[src/rtl/fifo_drain_ctrl_if.sv]
// Read-side bundle between fifo_drain_ctrl, the FIFO pop/read port and the
// downstream valid/ready sink. Signal names are from the controller's view.
interface fifo_drain_ctrl_if #(
  parameter int DATA_W = 16
);
  logic              o_pop;
  logic              i_fifo_empty;
  logic [DATA_W-1:0] i_fifo_data;
  logic              o_valid;
  logic [DATA_W-1:0] o_data;
  logic              i_ready;

  modport master (
    output o_pop, o_valid, o_data,
    input  i_fifo_empty, i_fifo_data, i_ready
  );

  modport slave (
    input  o_pop, o_valid, o_data,
    output i_fifo_empty, i_fifo_data, i_ready
  );
endinterface

[src/rtl/fifo_drain_ctrl.sv]
// FIFO drain controller: pops the FIFO, absorbs its one-cycle read latency in
// a 2-entry buffer and presents words as a valid/ready stream. Runs a fixed
// burst (len != 0) or continuously until i_stop, then pulses o_done.
//
// state | meaning
// IDLE  | waiting for i_start; o_done may pulse here for one cycle
// RUN   | popping and delivering words
module fifo_drain_ctrl #(
  parameter int DATA_W = 16,
  parameter int LEN_W  = 8
) (
  input  logic             clk,
  input  logic             rst_n,
  input  logic             i_start,
  input  logic [LEN_W-1:0] i_burst_len,
  input  logic             i_stop,
  output logic             o_busy,
  output logic             o_done,
  output logic [LEN_W-1:0] o_count,
  fifo_drain_ctrl_if.master bus
);

  localparam logic [0:0] S_IDLE = 1'b0;
  localparam logic [0:0] S_RUN  = 1'b1;

  logic [0:0]        state;
  logic [LEN_W-1:0]  pop_rem;
  logic [LEN_W-1:0]  out_rem;
  logic [LEN_W-1:0]  count;
  logic              continuous;
  logic              stop_flag;
  logic              inflight;
  logic              done_q;
  logic [DATA_W-1:0] buf0;
  logic [DATA_W-1:0] buf1;
  logic [1:0]        buf_count;

  logic              run;
  logic              fire;
  logic              pop;
  logic [2:0]        occ;

  // Occupancy after this cycle's fire; a pop is allowed only if the word it
  // brings in still has a buffer slot when it lands.
  assign run  = (state == S_RUN);
  assign fire = bus.o_valid & bus.i_ready;
  assign occ  = {1'b0, buf_count} + {2'b00, inflight} - {2'b00, fire};
  assign pop  = run & ~bus.i_fifo_empty & ~stop_flag &
                (continuous | (pop_rem != '0)) & (occ < 3'd2);

  assign bus.o_pop   = pop;
  assign bus.o_valid = (buf_count != 2'd0);
  assign bus.o_data  = buf0;
  assign o_busy      = run;
  assign o_done      = done_q;
  assign o_count     = count;

  // Sequencing: start/stop handling, remaining counters and completion.
  always_ff @(posedge clk) begin
    if (!rst_n) begin
      state      <= S_IDLE;
      pop_rem    <= '0;
      out_rem    <= '0;
      count      <= '0;
      continuous <= 1'b0;
      stop_flag  <= 1'b0;
      inflight   <= 1'b0;
      done_q     <= 1'b0;
    end else begin
      done_q   <= 1'b0;
      inflight <= pop;
      case (state)
        S_IDLE: begin
          if (i_start) begin
            state      <= S_RUN;
            pop_rem    <= i_burst_len;
            out_rem    <= i_burst_len;
            count      <= '0;
            stop_flag  <= 1'b0;
            continuous <= (i_burst_len == '0);
          end
        end
        S_RUN: begin
          if (pop && !continuous)
            pop_rem <= pop_rem - 1'b1;
          if (fire) begin
            count <= count + 1'b1;
            if (!continuous)
              out_rem <= out_rem - 1'b1;
          end
          if (continuous && i_stop)
            stop_flag <= 1'b1;
          if (!continuous && fire && (out_rem == LEN_W'(1))) begin
            state  <= S_IDLE;
            done_q <= 1'b1;
          end else if (continuous && stop_flag && (buf_count == 2'd0) && !inflight) begin
            state  <= S_IDLE;
            done_q <= 1'b1;
          end
        end
        default: state <= S_IDLE;
      endcase
    end
  end

  // Two-entry FIFO-ordered output buffer: tail write from the FIFO read data
  // the cycle after a pop, head read on fire.
  always_ff @(posedge clk) begin
    if (!rst_n) begin
      buf0      <= '0;
      buf1      <= '0;
      buf_count <= 2'd0;
    end else begin
      case ({inflight, fire})
        2'b11: begin
          if (buf_count == 2'd1) begin
            buf0 <= bus.i_fifo_data;
          end else begin
            buf0 <= buf1;
            buf1 <= bus.i_fifo_data;
          end
        end
        2'b01: begin
          buf0      <= buf1;
          buf_count <= buf_count - 2'd1;
        end
        2'b10: begin
          if (buf_count == 2'd0)
            buf0 <= bus.i_fifo_data;
          else
            buf1 <= bus.i_fifo_data;
          buf_count <= buf_count + 2'd1;
        end
        default: ;
      endcase
    end
  end

endmodule

[src/flat_wrapper.sv]
// flat-port wrapper written by rule: the top's interface ports become plain ports
module fifo_drain_ctrl_flat 
#(
  parameter int DATA_W = 16,
  parameter int LEN_W  = 8
)
  (clk, rst_n, i_start, i_burst_len, i_stop, o_busy, o_done, o_count, bus_o_pop, bus_o_valid, bus_o_data, bus_i_fifo_empty, bus_i_fifo_data, bus_i_ready);
  fifo_drain_ctrl_if #(.DATA_W(DATA_W)) bus_i ();
  input  logic clk;
  input  logic rst_n;
  input  logic i_start;
  input  logic [LEN_W-1:0] i_burst_len;
  input  logic i_stop;
  output logic o_busy;
  output logic o_done;
  output logic [LEN_W-1:0] o_count;
  output wire logic [$bits(bus_i.o_pop)-1:0] bus_o_pop;
  output wire logic [$bits(bus_i.o_valid)-1:0] bus_o_valid;
  output wire logic [$bits(bus_i.o_data)-1:0] bus_o_data;
  input wire logic [$bits(bus_i.i_fifo_empty)-1:0] bus_i_fifo_empty;
  input wire logic [$bits(bus_i.i_fifo_data)-1:0] bus_i_fifo_data;
  input wire logic [$bits(bus_i.i_ready)-1:0] bus_i_ready;
  assign bus_o_pop = bus_i.o_pop;
  assign bus_o_valid = bus_i.o_valid;
  assign bus_o_data = bus_i.o_data;
  assign bus_i.i_fifo_empty = bus_i_fifo_empty;
  assign bus_i.i_fifo_data = bus_i_fifo_data;
  assign bus_i.i_ready = bus_i_ready;
  fifo_drain_ctrl #(.DATA_W(DATA_W), .LEN_W(LEN_W)) u_core (.clk(clk), .rst_n(rst_n), .i_start(i_start), .i_burst_len(i_burst_len), .i_stop(i_stop), .o_busy(o_busy), .o_done(o_done), .o_count(o_count), .bus(bus_i));
endmodule
[config.mk]
export PLATFORM = sky130hd
export DESIGN_NAME = fifo_drain_ctrl_flat
export DESIGN_NICKNAME = d
export VERILOG_FILES = /design/src/rtl/fifo_drain_ctrl_if.sv /design/src/rtl/fifo_drain_ctrl.sv /design/src/flat_wrapper.sv
export SDC_FILE = /design/constraint.sdc
export NUM_CORES = 1
export LEC_CHECK = 0
export CORE_MARGIN = 4
export CORE_UTILIZATION = 57
export CTS_CLUSTER_DIAMETER = 40
export DETAILED_ROUTE_END_ITERATION = 6
export MAX_ROUTING_LAYER = met4
export PLACE_DENSITY = 0.87
export SETUP_SLACK_MARGIN = 0.5
export SYNTH_ARGS = -nofsm -noshare
export SYNTH_HDL_FRONTEND = slang
export SYNTH_SLANG_ARGS = --single-unit
[constraint.sdc]
create_clock -name clk -period 7.95 [get_ports clk]
set_input_delay 1.1925 -clock clk [delete_from_list [all_inputs] [get_ports clk]]
set_output_delay 1.1925 -clock clk [all_outputs]
set_load 0.02 [all_outputs]
# --- Yosys cells after proc, flatten, opt, wreduce, memory -nomap -nowiden ---
# Cells that the tools add are included.
word_totals:
  out_inout_bits: 28
  ff_bits: 63
classes:
  n_mux: 25
  bitwise: 9
  order_cmp: 1
  add_sub_neg: 7
  n_eq_ne: 13
  reduce_logical: 24
op_table:
  columns: ["operator", "count"]
  rows:
  - ["16-bit two-way mux", 4]
  - ["8-bit two-way mux", 6]
  - ["16-bit one-hot mux with 3 select lines", 1]
  - ["8-bit one-hot mux with 2 select lines", 3]
  - ["16-bit one-hot mux with 2 select lines", 1]
  - ["8-bit by 1-bit subtractor with 8-bit output (second input constant)", 2]
  - ["2-bit != test (second input constant)", 7]
  - ["2-bit AND reduction", 6]
  - ["8-bit by 1-bit adder with 8-bit output (second input constant)", 1]
  - ["8-bit by 1-bit equality test with 1-bit output (second input constant)", 1]
  - ["8-bit zero test", 1]
  - ["8-bit nonzero test", 1]
  - ["1-bit logical AND", 7]
  - ["1-bit two-way mux", 7]
  - ["3-bit AND reduction", 2]
  - ["2-bit nonzero test", 3]
  - ["1-bit bitwise AND", 5]
  - ["2-bit by 1-bit equality test with 1-bit output (second input constant)", 2]
  - ["2-bit equality test (second input constant)", 2]
  - ["1-bit one-hot mux with 2 select lines", 2]
  - ["2-bit one-hot mux with 2 select lines", 1]
  - ["2-bit by 1-bit adder with 3-bit output", 1]
  - ["3-bit by 2-bit less-than comparator with 1-bit output (second input constant)", 1]
  - ["1-bit inverter", 3]
  - ["other kinds (8)", 9]

# --- Depth between registers and ports, before layout ---
# Gate-level depths: netlist of run 1.
depth:
  word_depth: 8
  mapped_depth: 15
  mapped_depth_nobuf: 10

# --- Least setup slack after synthesis of run 1 ---
# No wires, ideal clock.
synth_path:
  kind: "input-to-output"
  startpoint: "input port bus_i_ready"
  endpoint: "output port bus_o_pop"
  path_slack_ns: 3.160
  path_stages: 11
  arrival_ns: 3.597
  path_cell_list: "clkbuf_2 nand2b_1 clkbuf_1 ha_1 clkbuf_1 buf_1 nand2b_1 fa_1 nor4bb_1 nand2_1 nor2_1"
synth_via:
  elab_chain_len: 4
synth_lines:
  columns: ["element", "line_no", "rtl"]
  rows:
  - ["start, declared", "flat_wrapper.sv:22", "input wire logic [$bits(bus_i.i_ready)-1:0] bus_i_ready;"]
  - ["1-bit bitwise AND", "fifo_drain_ctrl.sv:46", "assign fire = bus.o_valid & bus.i_ready;"]
  - ["3-bit by 1-bit subtractor with 3-bit output", "fifo_drain_ctrl.sv:47", "assign occ = {1'b0, buf_count} + {2'b00, inflight} - {2'b00, fire};"]
  - ["3-bit by 2-bit less-than comparator with 1-bit output", "fifo_drain_ctrl.sv:49", "(continuous | (pop_rem != '0)) & (occ < 3'd2);"]
  - ["1-bit bitwise AND", "fifo_drain_ctrl.sv:49", null]
  - ["end, declared", "flat_wrapper.sv:17", "output wire logic [$bits(bus_i.o_pop)-1:0] bus_o_pop;"]
# No other way between the ends.

# --- Final worst setup path of run 1 ---
# Ends and elaborated chain as after synthesis.

==> results of run 1 <==
## critical path: stages
cell             delay, ns
clkdlybuf4s50_1       0.65
nand2b_1              0.23
ha_1                  0.75
nand2b_1              0.34
fa_1                  0.47
nor4bb_1              0.35
nand2_1               0.17
nor2_1                0.17
clkdlybuf4s50_1       0.63
## synthesized netlist by cell type, types with 2 or more instances
library cell  number
or3_1              2
nor4bb_1           2
and3b_1            2
a32o_1             3
buf_1              3
nand2_1           38
xnor2_1            6
a21oi_1           14
nor3b_1            2
mux2i_1           34
o211ai_1           2
xor2_1             4
nor4_1             3
o2111ai_1          2
nor2_1            35
nand3b_1           2
o21ai_0           21
inv_1             14
o32ai_1            2
nand4_1            3
nand2b_1           8
clkbuf_1          21
buf_2              4
ha_1               8
o21a_1             3
a211oi_1           4
or4_1              2
a221oi_1          16
nor3_1             5
dfxtp_1           63
a31oi_1            6
and3_1             2
a2111oi_0          5
nor2b_1            4
a21o_1            18
nand3_1            4
a31o_1             2
## metal layers
metal,routed length [um],global-route usage,up-vias
met3,500,0.0553,11
met2,4190,0.396,114
met1,3850,0.307,1511
met5,0,-,-
met4,89,0.0647,0
li1,-,-,1524
## flip-flops by register name (all words and copies together) (netlist names)
name / count
u_core.o_busy: 1
u_core.inflight: 1
u_core.stop_flag: 1
u_core.buf_count: 2
u_core.o_done: 1
u_core.continuous: 1
u_core.bus.o_data: 16
u_core.pop_rem: 8
u_core.o_count: 8
u_core.out_rem: 8
u_core.buf1: 16
## power by group through the flow
stage | clock [mW] | combinational (mW) | sequential, mW
floorplan | 0 | 0.359 | 0.395
CTS | 0.348 | 0.504 | 0.378
global route | 0.368 | 0.551 | 0.384
global placement | 0 | 0.487 | 0.382
finish | 0.347 | 0.508 | 0.380
detailed placement | 0 | 0.499 | 0.385
## through the flow
step / setup slack [ns] / cells / util / instance area, sq um / hold slack (ns)
finish: 1.78 / 511 / 0.748 / 4220 / 0.461
global route: 1.59 / 511 / 0.748 / 4220 / 0.489
CTS: 1.84 / 511 / 0.748 / 4220 / 0.462
detailed placement: 1.88 / 495 / 0.705 / 3980 / 0.446
global placement: 1.97 / 495 / 0.705 / 3980 / 0.440
floorplan: 3.16 / 393 / - / 3400 / 0.440
## cells by family (layout without fill, tap and decap cells)
kind of cell / after synthesis / after routing / share of synthesized area
DFF: 63 / 63 / 0.370
AOI/OAI and AO/OA: 110 / 110 / 0.233
xor gates and xnor gates: 10 / 10 / 0.0257
muxes: 35 / 35 / 0.103
adders and majority gates: 9 / 9 / 0.0353
and+or+nand+nor: 122 / 122 / 0.180
buffers and inverters: 44 / 90 / 0.0515
## how the worst max path moves through the flow
| stage | start | slack (ns) | end | depth (start not counted) |
|---|---|---|---|---|
| 4_1_cts | bus_i_ready | 1.84 | bus_o_pop | 9 |
| 3_3_place_gp | bus_i_ready | 1.97 | bus_o_pop | 9 |
| 3_5_place_dp | bus_i_ready | 1.88 | bus_o_pop | 9 |
| 2_1_floorplan | bus_i_ready | 3.16 | bus_o_pop | 11 |
| 5_1_grt | bus_i_ready | 1.59 | bus_o_pop | 9 |
| 6_report | bus_i_ready | 1.78 | bus_o_pop | 9 |
## layout make-up
cell class | count | area [sq um] | share of cell area
flip-flops and latches | 63 | 1260 | 0.299
well taps | 72 | 90.1 | 0.0213
inverters | 14 | 52.6 | 0.0124
clock buffers | 11 | 141 | 0.0335
clock inverters | 5 | 104 | 0.0246
multi-input cells | 286 | 1980 | 0.469
repair buffers | 60 | 593 | 0.140
==> results.sh, run 1 <==
export IMPL_outcome="finished, final reports clean"
export IMPL_synth_cell_types=61
export IMPL_grt_usage=0.245
export IMPL_finalSetupViolCount=0
export IMPL_dr_pass1_iters=5
export IMPL_post_route_period_util=0.776
export IMPL_dieArea_sq_um=7270
export IMPL_async_flop_share=0
export IMPL_die_h_um=85.3
export IMPL_fin_tns_setup_ns=0
export IMPL_cp_start_kind="primary input"
export IMPL_hold_viol_final=0
export IMPL_clock_path_buffers=2
export IMPL_overflow=0
export IMPL_cts_tree="built"
export IMPL_seqPwrFrac=0.308
export IMPL_synth_top_area_share=0.370
export IMPL_num_io_pins=58
export IMPL_p_comb_frac=0.412
export IMPL_crit_type="primary input to output port"
export IMPL_ys_ff_latch=63
export IMPL_fmax_mhz=162
export IMPL_maxCapViolations=0
export IMPL_via_count=3160
export IMPL_tritoncts_num_buffers=9
export IMPL_cts_clk_slew_worst_paths_ns=0.07
export IMPL_htree_levels=3
export IMPL_grt_pass1_wl_um=14100
export IMPL_layout_drive_gt1_share=0.0615
export IMPL_wirelength_um=8630
export IMPL_diodes=0
export IMPL_place_hpwl_um=5710
export IMPL_syn_avg_cell_area_sq_um=8.66
export IMPL_cts_resized=0
export IMPL_syn_area_sq_um=3400
export IMPL_cts_hold_buf=0
export IMPL_netlist_top_cells_area="dfxtp_1, mux2i_1, nand2_1, a221oi_1, a21o_1"
export IMPL_crit_fanout=36
export IMPL_synth_seq_area_share=0.370
export IMPL_hp_class="register to register"
export IMPL_clockPowerShare=0.281
export IMPL_rows=27
export IMPL_core_area_sq_um=5640
export IMPL_ant_nets=0
export IMPL_syn_num_nets=432
export IMPL_rr_worst_depth=10
export IMPL_antenna_found_initial=0
export IMPL_rsz0062_at_grt="no"
export IMPL_worst_pin_slew_ns=1.16
export IMPL_cp_data_required_time_ns=6.76
export IMPL_first_global_vias=2952
export IMPL_final_common_cell="dfxtp_1"
export IMPL_power_mw=1.23
export IMPL_timing_rr_start="u_core.buf_count[1]$_SDFFE_PN0N_"
export IMPL_power_switching_mw=0.441
export IMPL_synth_flop_cell="dfxtp_1"
export IMPL_drtIter0Drc=277
export IMPL_fillers=419
export IMPL_via_per_inst=6.18
export IMPL_io_buffers=57
export IMPL_wire_per_inst_um=16.9
export IMPL_cp_end_kind="output port"
export IMPL_timing_slew_headroom=0.226
export IMPL_cts_root_buf="clkbuf_8"
export IMPL_r2r_slack_ns=3.92
export IMPL_leakage_nw=1.49
export IMPL_p_int_mw=0.794
export IMPL_synthCells=393
export IMPL_period_minus_slack_ns=6.17
export IMPL_peakVddDrop_uv=167
export IMPL_min_from="u_core.bus.o_data[0]$_SDFFE_PN0P_"
export IMPL_drc=0
export IMPL_synth_largest_area_cell="dfxtp_1"
export IMPL_finalClockSkew_ns=0.00677
export IMPL_routabilityCongestion=0.876
export IMPL_critPathArrivalTime_ns=4.98
export IMPL_hold_depth=2
export IMPL_nets=473
export IMPL_synth_edf_count=0
export IMPL_clk_latency_ns=0.34
export IMPL_power_density_nw_per_um2=292
export IMPL_netSwitchingFraction=0.357
export IMPL_final_cell_mix="dfxtp_1, clkdlybuf4s50_1, nand2_1"
export IMPL_syn2layout_area_growth_pct=24.0
export IMPL_grt_max_degree=37
export IMPL_slew_viol_final=0
export IMPL_r2r_end="u_core.pop_rem[3]$_SDFFE_PN0P_"
export IMPL_hold_end="u_core.bus.o_data[0]$_SDFFE_PN0P_"
export IMPL_dieWidth_um=85.3
export IMPL_yosysWarnings=0
export IMPL_start_util=0.603
export IMPL_cts_sinks=63
export IMPL_postCtsSetupRepairBufs=0
(Power assumes the default switching activity.)
==> run 2, diff against run 1 <==
CORE_UTILIZATION = 53   (was 57)
PLACE_DENSITY = 0.82   (was 0.87)
clock period = 6 ns   (was 7.95 ns; I/O delays follow)
==> run 2 against run 1 <==
  * Design area decreased by 0.86%
  * Sequential power up 32%
  * Via count decreased by 0.73%
==> results.sh, run 2 (synthesis gave the netlist of run 1 again) <==
export IMPL_hold_viol_final=0
export IMPL_nets=474
export IMPL_place_hpwl_um=5800
export IMPL_period_minus_slack_ns=4.94
export IMPL_post_route_period_util=0.824
export IMPL_crit_path_start="bus_i_ready"
export IMPL_wire_per_inst_um=16.7
export IMPL_htree_levels=3
export IMPL_num_io_pins=58
export IMPL_clk_latency_ns=0.34
export IMPL_crit_end="bus_o_pop"
export IMPL_cts_root_buf="clkbuf_8"
export IMPL_layout_drive_gt1_share=0.0659
export IMPL_power_density_nw_per_um2=369
export IMPL_critPathArrivalTime_ns=4.04
export IMPL_p_comb_frac=0.439
export IMPL_r2r_end="u_core.buf1[2]$_SDFFE_PN0P_"
export IMPL_cp_data_required_time_ns=5.10
export IMPL_tritoncts_num_buffers=9
export IMPL_finalInstanceArea_sq_um=4190
export IMPL_wirelength_um=8590
export IMPL_timing_slew_headroom=0.204
export IMPL_postCtsSetupRepairBufs=0
export IMPL_timing_rr_start="u_core.buf_count[1]$_SDFFE_PN0N_"
export IMPL_worst_pin_slew_ns=1.19
export IMPL_fin_tns_setup_ns=0
export IMPL_cp_start_kind="primary input"
export IMPL_slew_viol_final=0
export IMPL_hp_class="register to register"
export IMPL_peakVddDrop_uv=274
export IMPL_power_mw=1.54
export IMPL_fmax_mhz=202
export IMPL_cp_end_kind="output port"
export IMPL_fillers=498
export IMPL_io_buffers=57
export IMPL_ant_nets=0
export IMPL_drtIter0Drc=170
export IMPL_finalClockSkew_ns=0.00979
export IMPL_drc=0
export IMPL_grt_max_degree=36
export IMPL_final_cell_mix="dfxtp_1, clkdlybuf4s50_1, nand2_1"
export IMPL_start_util=0.562
export IMPL_crit_fanout=8
export IMPL_dr_pass1_iters=4
export IMPL_cts_clk_slew_worst_paths_ns=0.06
export IMPL_routabilityCongestion=0.902
export IMPL_outcome="finished, final reports clean"
export IMPL_dieWidth_um=88.1
export IMPL_diodes=0
export IMPL_via_count=3137
export IMPL_rsz0062_at_grt="no"
export IMPL_rr_worst_depth=8
export IMPL_crit_family="buffers and inverters"
export IMPL_whs_ns=0.458
export IMPL_seqPwrFrac=0.324
export IMPL_dieArea_sq_um=7770
export IMPL_path_buf_inv=2
export IMPL_crit_cells=9
export IMPL_cts_tree="built"
export IMPL_maxCapViolations=0
export IMPL_cts_hold_buf=0
export IMPL_placed_area_sq_um=3990
export IMPL_grt_usage=0.236
export IMPL_core_area_sq_um=6060
export IMPL_clock_path_buffers=2
export IMPL_r2r_slack_ns=2.51
export IMPL_via_per_inst=6.09
export IMPL_cts_resized=0
export IMPL_rows=28
export IMPL_power_switching_mw=0.581
export IMPL_cp_slowest_cell="clkdlybuf4s50_1"
export IMPL_overflow=0
export IMPL_final_util=0.691
export IMPL_grt_pass1_wl_um=14100
export IMPL_final_common_cell="dfxtp_1"
export IMPL_worstPathCellList="clkdlybuf4s50_1 > nand2b_1 > ha_1 > nand2b_1 > fa_1 > nor4bb_1 > nand2_1 > nor2_1 > clkdlybuf4s50_1"
export IMPL_die_h_um=88.1
export IMPL_cpPeakStageDelay_ns=0.65
export IMPL_leakage_nw=1.47
export IMPL_p_int_mw=0.964
export IMPL_netSwitchingFraction=0.376
export IMPL_first_global_vias=3022
export IMPL_crit_type="primary input to output port"
export IMPL_clockPowerShare=0.237
export IMPL_syn2layout_area_growth_pct=22.9
export IMPL_finalSetupViolCount=0
export IMPL_antenna_found_initial=0
export IMPL_cts_sinks=63
run 2: worst reg2reg max path: cells and delay by family, from the launching register on:
family                   cells  cell delay (ns)
AO/OA/AOI/OAI                2             1.20
adder cells (fa/ha/maj)      2             1.04
buffers and inverters        1             0.10
flip-flops                   1             0.35
multiplexers                 1             0.31
AND/OR/NAND/NOR              2             0.35
run 2: power by group through the flow:
| stage | clock network (mW) | registers, mW | logic, mW |
|---|---|---|---|
| floorplan | 0 | 0.523 | 0.476 |
| global placement | 0 | 0.507 | 0.653 |
| detailed placement | 0 | 0.510 | 0.669 |
| CTS | 0.374 | 0.500 | 0.674 |
| global route | 0.397 | 0.507 | 0.745 |
| finish | 0.366 | 0.501 | 0.677 |
run 2: layout make-up:
type	instances	area (sq um)	share of cell area
clock buffer	10	138	0.0329
clock inverter	6	60.1	0.0143
inverter	14	52.6	0.0126
multi-input combinational	286	1980	0.473
sequential	63	1260	0.301
tap	75	93.8	0.0224
timing repair buffer	61	601	0.143
run 2: how the worst min path moves through the flow:
| stage | start | end | slack (ns) | cells past startpoint |
|---|---|---|---|---|
| 2_1_floorplan | u_core.out_rem[1]$_SDFFE_PN0P_ | u_core.out_rem[1]$_SDFFE_PN0P_ | 0.44 | 2 |
| 6_report | u_core.bus.o_data[1]$_SDFFE_PN0P_ | u_core.bus.o_data[1]$_SDFFE_PN0P_ | 0.46 | 2 |
| 3_3_place_gp | u_core.bus.o_data[0]$_SDFFE_PN0P_ | u_core.bus.o_data[0]$_SDFFE_PN0P_ | 0.44 | 2 |
| 3_5_place_dp | u_core.bus.o_data[9]$_SDFFE_PN0P_ | u_core.bus.o_data[9]$_SDFFE_PN0P_ | 0.44 | 2 |
| 4_1_cts | u_core.bus.o_data[9]$_SDFFE_PN0P_ | u_core.bus.o_data[9]$_SDFFE_PN0P_ | 0.46 | 2 |
| 5_1_grt | u_core.bus.o_data[3]$_SDFFE_PN0P_ | u_core.bus.o_data[3]$_SDFFE_PN0P_ | 0.50 | 2 |
run 2: per-layer routing:
| metal | track usage | wire [um] |
|---|---|---|
| met1 | 0.297 | 3770 |
| met2 | 0.367 | 4080 |
| met3 | 0.0611 | 644 |
| met4 | 0.0824 | 91 |
| met5 | - | 0 |
run 2: through the flow:
stage          worst slack [ns]  instances
4_1_cts                    1.07        515
2_1_floorplan              1.80        393
3_3_place_gp               1.16        499
5_1_grt                   0.872        515
3_5_place_dp               1.10        499
6_report                   1.06        515
==> run 3, diff against run 2 <==
CORE_UTILIZATION = 48   (was 53)
PLACE_DENSITY = 0.78   (was 0.82)
clock period = 4.53 ns   (was 6 ns; I/O delays follow)
==> run 3 against run 2 <==
  * Register-to-register slack worse by 1.2 ns
  * Final cell count rose by 4.7%
  * Clock power rose by 33%
  * Clock-buffer cell count fell by 1
  * Worst hold slack got worse by 0.0049 ns
  * Sequential share of layout area down 0.36 points
  * Die area increased by 9.5%
  * Via count is 2.0% lower
  * Global-route usage down 3.2 points
  * Power grew 33%
  * Critical path type is now register to output port
  * Largest cell class unchanged
  * Highest routed layer unchanged
==> results.sh, run 3 (synthesis gave the netlist of run 1 again) <==
export IMPL_outcome="finished, final reports clean"
export IMPL_cp_end_kind="output port"
export IMPL_critPathArrivalTime_ns=3.07
export IMPL_tritoncts_num_buffers=9
export IMPL_crit_type="register to output port"
export IMPL_leakage_nw=1.48
export IMPL_placed_cells=523
export IMPL_dieWidth_um=92.2
export IMPL_diodes=0
export IMPL_clock_path_buffers=2
export IMPL_whs_ns=0.453
export IMPL_hold_depth=2
export IMPL_timing_slew_headroom=0.206
export IMPL_routabilityCongestion=0.882
export IMPL_cts_root_buf="clkbuf_8"
export IMPL_cts_tree="built"
export IMPL_crit_fanout=9
export IMPL_slew_viol_final=0
export IMPL_grt_pass1_wl_um=13700
export IMPL_grt_max_degree=36
export IMPL_rows=30
export IMPL_power_density_nw_per_um2=485
export IMPL_post_route_period_util=0.828
export IMPL_die_h_um=92.2
export IMPL_wire_per_inst_um=15.8
export IMPL_hold_viol_final=0
export IMPL_via_count=3074
export IMPL_power_mw=2.05
export IMPL_drtIter0Drc=195
export IMPL_rsz0062_at_grt="no"
export IMPL_place_hpwl_um=5790
export IMPL_overflow=0
export IMPL_cp_data_required_time_ns=3.85
export IMPL_clk_latency_ns=0.34
export IMPL_first_global_vias=2941
export IMPL_fmax_mhz=267
export IMPL_grt_usage=0.204
export IMPL_wirelength_um=8520
export IMPL_ant_nets=0
export IMPL_cp_start_kind="register"
export IMPL_cts_hold_buf=0
export IMPL_fillers=620
export IMPL_hp_class="register to register"
export IMPL_layout_drive_gt1_share=0.0790
export IMPL_maxCapViolations=0
export IMPL_nets=477
export IMPL_final_cell_mix="dfxtp_1, clkdlybuf4s50_1, nand2_1"
export IMPL_placed_area_sq_um=4040
export IMPL_syn2layout_area_growth_pct=24.4
export IMPL_final_common_cell="dfxtp_1"
export IMPL_drc=0
export IMPL_rr_worst_depth=10
export IMPL_dr_pass1_iters=4
export IMPL_htree_levels=3
export IMPL_finalInstanceArea_sq_um=4240
export IMPL_peakVddDrop_uv=231
export IMPL_via_per_inst=5.70
export IMPL_start_util=0.498
export IMPL_cts_clk_slew_worst_paths_ns=0.08
export IMPL_core_area_sq_um=6830
export IMPL_fin_cells=539
export IMPL_antenna_found_initial=0
export IMPL_fin_tns_setup_ns=0
export IMPL_period_minus_slack_ns=3.75
export IMPL_finalClockSkew_ns=0.00747
export IMPL_cts_sinks=63
export IMPL_worst_pin_slew_ns=1.19
export IMPL_num_io_pins=58
export IMPL_io_buffers=57
export IMPL_dieArea_sq_um=8500
export IMPL_finalSetupViolCount=0
run 3: area by class of cell:
class	instances	area, sq um	share of cell area
Multi-Input combinational cell	286	1990	0.469
Clock buffer	9	124	0.0292
Tap cell	96	120	0.0284
Sequential cell	63	1260	0.298
Clock inverter	7	72.6	0.0171
Inverter	14	52.6	0.0124
Timing Repair Buffer	64	618	0.146
run 3: report_power, final:
part           internal (mW)  total (mW)  leakage [nW]  switching [mW]
clock                  0.255       0.486        0.0956           0.231
sequential             0.613       0.663         0.511          0.0503
combinational          0.408       0.904         0.877           0.496
total                   1.28        2.05          1.48           0.778
run 3: through the flow:
step	utilization	setup WS, ns
after floorplan	-	0.743
after global placement	0.591	0.405
after detailed placement	0.591	0.372
after CTS	0.620	0.564
after global routing	0.620	0.596
final	0.620	0.778
run 3: path summary, 6_finish.rpt:
path                                       endpoint  slack, ns                         startpoint
setup / recovery                          bus_o_pop       0.78   u_core.buf_count[1]$_SDFFE_PN0N_
setup reg to reg     u_core.pop_rem[1]$_SDFFE_PN0P_       1.34   u_core.buf_count[1]$_SDFFE_PN0N_
hold reg to reg   u_core.bus.o_data[7]$_SDFFE_PN0P_       0.45  u_core.bus.o_data[7]$_SDFFE_PN0P_
hold / removal    u_core.bus.o_data[7]$_SDFFE_PN0P_       0.45  u_core.bus.o_data[7]$_SDFFE_PN0P_
run 3: per-layer routing:
metal  GRT usage  vias up  part of all wire
li1            -     1523                 -
met1       0.249     1456              0.44
met2       0.330       86              0.49
met3      0.0394        9             0.059
met4      0.0879        0             0.012
met5           -        -                 0
run 3: worst max-delay path, cell delays in order, from the launching register on:
cell      delay [ns]
dfxtp_1         0.42
inv_1           0.09
ha_2            0.24
nand2b_1        0.19
ha_1            0.29
nand2b_1        0.16
fa_1            0.48
nor4bb_2        0.34
nand2_1         0.16
nor2_1          0.17
clkbuf_2        0.20
run 3: repair_timing:
| item | 4_1_cts | 5_1_grt |
|---|---|---|
| endpoints found under the setup margin | 1 | 1 |
| setup buffers | 0 | 0 |
| endpoints found under the hold margin | 0 | 0 |
| gates resized for setup | 2 | 3 |
